==> src/rtl/adder_2bit_pkg.sv <==
// Shared constants for the bit-serial adder: default word length and the
// helper that sizes the bit counter.
package adder_2bit_pkg;

  // Default serial frame length in bits.
  localparam int DEFAULT_WIDTH = 2;

  // Bit-counter width for a given word length.
  // The counter is never narrower than one bit, so WIDTH=1 still has a legal
  // (constant zero) counter.
  function automatic int cntWidth(input int width);
    if (width <= 1) begin
      return 1;
    end
    return $clog2(width);
  endfunction

endpackage

==> src/rtl/full_adder_cell.sv <==
// Single-bit full adder used as the arithmetic core of the serial adder.
module full_adder_cell (
  input  logic a_i,
  input  logic b_i,
  input  logic cin_i,
  output logic s_o,
  output logic co_o
);

  assign s_o  = a_i ^ b_i ^ cin_i;
  assign co_o = (a_i & b_i) | (a_i & cin_i) | (b_i & cin_i);

endmodule

==> src/rtl/adder_2bit.sv <==
// Bit-serial adder: one operand bit of x and y per clock, LSB first, one
// registered sum bit per clock. Words are WIDTH bits long; the carry is held
// between bits and dropped at every word boundary. word_done pulses with the
// MSB sum bit and carry_out then holds the word's final carry.
// Optional build macro ADDER_SUB_EN adds a 'sub' input that turns the word
// into a two's-complement subtract (x - y); carry_out=1 then means no borrow.
module adder_2bit
  import adder_2bit_pkg::*;
#(
  parameter int WIDTH = DEFAULT_WIDTH
) (
  input  logic clk,
  input  logic rst,
  input  logic x,
  input  logic y,
`ifdef ADDER_SUB_EN
  input  logic sub,
`endif
  output logic out,
  output logic carry_out,
  output logic word_done
);

  localparam int CW = cntWidth(WIDTH);
  localparam logic [CW-1:0] LAST_BIT = CW'(WIDTH - 1);

  logic [CW-1:0] cnt_q, cnt_d;
  logic          c_q;
  logic          out_q, out_d;
  logic          carry_q, carry_d;
  logic          done_q, done_d;

  logic wordStart;
  logic wordEnd;
  logic effSub;
  logic addB;
  logic addCin;
  logic sum;
  logic cout;

  assign wordStart = (cnt_q == '0);
  assign wordEnd   = (cnt_q == LAST_BIT);

`ifdef ADDER_SUB_EN
  logic sub_q;

  // Capture the operation mode on the first bit of each word so that a
  // mid-word change of 'sub' only affects the following word.
  always_ff @(posedge clk) begin
    if (rst) begin
      sub_q <= 1'b0;
    end else if (wordStart) begin
      sub_q <= sub;
    end
  end

  // On the first bit the live input decides, afterwards the latched copy.
  assign effSub = wordStart ? sub : sub_q;
`else
  assign effSub = 1'b0;
`endif

  // Subtract is x + ~y + 1: invert y and inject the +1 as the first carry-in.
  assign addB   = y ^ effSub;
  assign addCin = wordStart ? effSub : c_q;

  full_adder_cell u_fa (
    .a_i   (x),
    .b_i   (addB),
    .cin_i (addCin),
    .s_o   (sum),
    .co_o  (cout)
  );

  // Next-state: advance the bit counter, register the sum bit, and publish
  // the carry together with the end-of-word pulse on the last bit.
  always_comb begin
    cnt_d   = cnt_q + CW'(1);
    out_d   = sum;
    carry_d = carry_q;
    done_d  = 1'b0;
    if (wordEnd) begin
      cnt_d   = '0;
      carry_d = cout;
      done_d  = 1'b1;
    end
  end

  // State and output registers; reset wins over everything, including mid-word.
  always_ff @(posedge clk) begin
    if (rst) begin
      cnt_q   <= '0;
      c_q     <= 1'b0;
      out_q   <= 1'b0;
      carry_q <= 1'b0;
      done_q  <= 1'b0;
    end else begin
      cnt_q   <= cnt_d;
      c_q     <= cout;
      out_q   <= out_d;
      carry_q <= carry_d;
      done_q  <= done_d;
    end
  end

  assign out       = out_q;
  assign carry_out = carry_q;
  assign word_done = done_q;

endmodule

==> config.mk <==
export PLATFORM = sky130hd
export DESIGN_NAME = adder_2bit
export DESIGN_NICKNAME = d
export VERILOG_FILES = /design/src/rtl/adder_2bit_pkg.sv /design/src/rtl/full_adder_cell.sv /design/src/rtl/adder_2bit.sv
export SDC_FILE = /design/constraint.sdc
export NUM_CORES = 1
export LEC_CHECK = 0
export ABC_AREA = 1
export BUFFER_PORTS_ARGS = -buffer_cell sky130_fd_sc_hd__buf_2
export CORE_AREA = 3 3 40 42
export CTS_BUF_LIST = sky130_fd_sc_hd__clkbuf_8
export DETAILED_ROUTE_END_ITERATION = 7
export DIE_AREA = 0 0 43 45
export PLACE_DENSITY_LB_ADDON = 0.05
export SYNTH_ARGS = -nofsm -noshare
export SYNTH_HDL_FRONTEND = slang
export SYNTH_SLANG_ARGS = --single-unit
==> constraint.sdc <==
create_clock -name clk -period 1.9 [get_ports clk]
set_input_delay 0.095 -clock clk [delete_from_list [all_inputs] [get_ports clk]]
set_output_delay 0.095 -clock clk [all_outputs]
set_load 0.02 [all_outputs]
==> reports/results.ini <==
[run_status]
status=complete, no violations

[sta]
fin_crit_sh=0.5762
period_needed_ns=1.095
hold_slack_ns=0.1018
rsz0062_at_grt=false
hold_viol=0
fin_worst_skew_ns=0.0002938
worstMarginPinSlew_ns=0.1542
setup_viol=0
finalSetupTns_ns=0
slew_headroom=0.8970
clock.fmax_mhz=913.4
slew_viol_final=0

[flow_run]
cap_violations=0

[placement]
dpl-instance-area_um2=221.5
hpwl_um=238.4
dpl.cell_count=40
place_congestion=0.6373
port_buffers=6

[worst_setup_path]
worstRegToRegCells=3
rrSetupSlack_ns=0.81
setup.worst_path.class=flip-flop to flip-flop
cp.required_ns=2.01
cp_max_fo=4
worst_setup_path_start_kind=flip-flop
cp.arrival_ns=1.21
reg2reg_from=cnt_q
timing.rr.end=out
worstSetupStartpoint=cnt_q
crit_path_end_kind=flip-flop

[route]
routed_wl_um=321
drc=0
wire_per_inst_um=7.295
drt_iter0_markers=0
vias_per_cell=3.250
first_pass_iters=1
num_vias=143
ant_nets=0

[power]
p_clk_frac=0.576
swShare=0.2022
switchingPower_w=0.00006579
peakVddDrop_v=0.0005298
power_frac_comb=0.070
p_leak_nw=0.1450
p_int_w=0.0002595
power-per-cell-area_mw_per_mm2=1221
seqPwrFrac=0.354

[min_path]
hp-class=input port to flip-flop
whs_path_depth=2
hold_start=rst
worstHoldEndpoint=out

[grt]
grtUsageTotal=0.04511
grt_overflow=0
first_global_vias=129
grt_pass1_wl_um=524
grt_max_degree=6
antenna_found_initial=0

[clock_tree]
cts_tree=built
cts_setup_buffers=0
numClockSinks=5
htree_num_levels=1
root_buffer=clkbuf_8
clkTransAtPathRegs_ns=0.03
cts_buffers=3
cts_buffer_depth=2
clk-insertion-delay-late_ns=0.22
ctsHoldBuffers=0
ctsResizeCount=0

[synth]
synth-seq-cells=5
ys_seq_area_frac=0.5797
netlist_area_um2=172.7
yosys_warnings=0
synth.net_count=24
avgSynthCellArea_um2=9.088
ys_types=7
syn_inst=19

[finish]
fin_area_um2=266.5
antenna_cells=0
final_nets=35
final_cell_mix=inv_1 (6), buf_2 (6), dfxtp_1 (5)
final_cells=44
drive_gt1_frac=0.3448
syn2layout_area_growth_pct=54.35

[floorplanning]
die_h_um=45
rows=13
die_x_um=43
start_util=0.1344
io_pins=7
dieArea_mm2=0.001935
coreArea_mm2=0.001285

==> layer usage <==
layer / track usage / share of wire
met5: 0 / 0
met4: 0.03614 / 0
met3: 0.06375 / 0.22
met2: 0.04192 / 0.36
met1: 0.04380 / 0.41
==> cell usage after synthesis <==
cell | count | area, µm²
nand2_1 | 3 | 11.26
inv_1 | 5 | 18.77
dfxtp_1 | 5 | 100.1
fa_1 | 1 | 20.02
nand3_1 | 1 | 5.000
nor2_1 | 3 | 11.26
nor2_2 | 1 | 6.260
==> cell type report <==
| cell class | instances | area (µm²) |
|---|---|---|
| clock buffers | 3 | 41.29 |
| clock inverters | 1 | 3.754 |
| fillers | 152 | 1018 |
| inverters | 5 | 18.77 |
| multi-input cells | 9 | 53.80 |
| flip-flops and latches | 5 | 100.1 |
| well taps | 15 | 18.77 |
| repair buffers | 6 | 30.03 |
==> worst max-delay path by stage <==
stage	to	slack, ns	cells after the start
after global placement	out	0.78	3
after floorplan	out	0.86	3
final	out	0.81	3
after global routing	carry_out	0.72	5
after detailed placement	out	0.80	3
after CTS	out	0.79	3
==> worst max-delay path, stage by stage (launching register included) <==
cell	delay (ns)
dfxtp_1	0.38
nand2_1	0.09
fa_1	0.48
nor2_1	0.04
==> registers in the layout (all words and copies together) (netlist names) <==
register and cells:
word_done 1, c_q 1, cnt_q 1, out 1, carry_out 1
==> power by group through the flow <==
| stage | Sequential, W | Combinational [W] | Clock [W] |
|---|---|---|---|
| floorplan | 0.000122 | 0.00000861 | 0 |
| global route | 0.000116 | 0.0000259 | 0.000206 |
| finish | 0.000115 | 0.0000228 | 0.000187 |
| detailed placement | 0.000117 | 0.0000236 | 0 |
| CTS | 0.000115 | 0.0000238 | 0.000197 |
| global placement | 0.000117 | 0.0000239 | 0 |
==> kinds of logic (layout without fill, tap and decap cells) <==
family | count (synthesis) | count (layout) | share of synthesized area
buffers and inverters | 5 | 15 | 0.1087
flip-flops | 5 | 5 | 0.5797
adder cells (fa/ha/maj) | 1 | 1 | 0.1159
AND/OR/NAND/NOR | 8 | 8 | 0.1956
==> through the flow <==
step           setup WS, ns  total power (W)  utilization
4_1_cts              0.7883        0.0003360       0.2074
5_1_grt              0.7157        0.0003476       0.2074
3_5_place_dp         0.7997        0.0001404       0.1723
2_1_floorplan        0.8585        0.0001302            -
6_report             0.8052        0.0003253       0.2074
3_3_place_gp         0.7774        0.0001408       0.1723
Note: power is estimated with default switching activity, not from simulation.
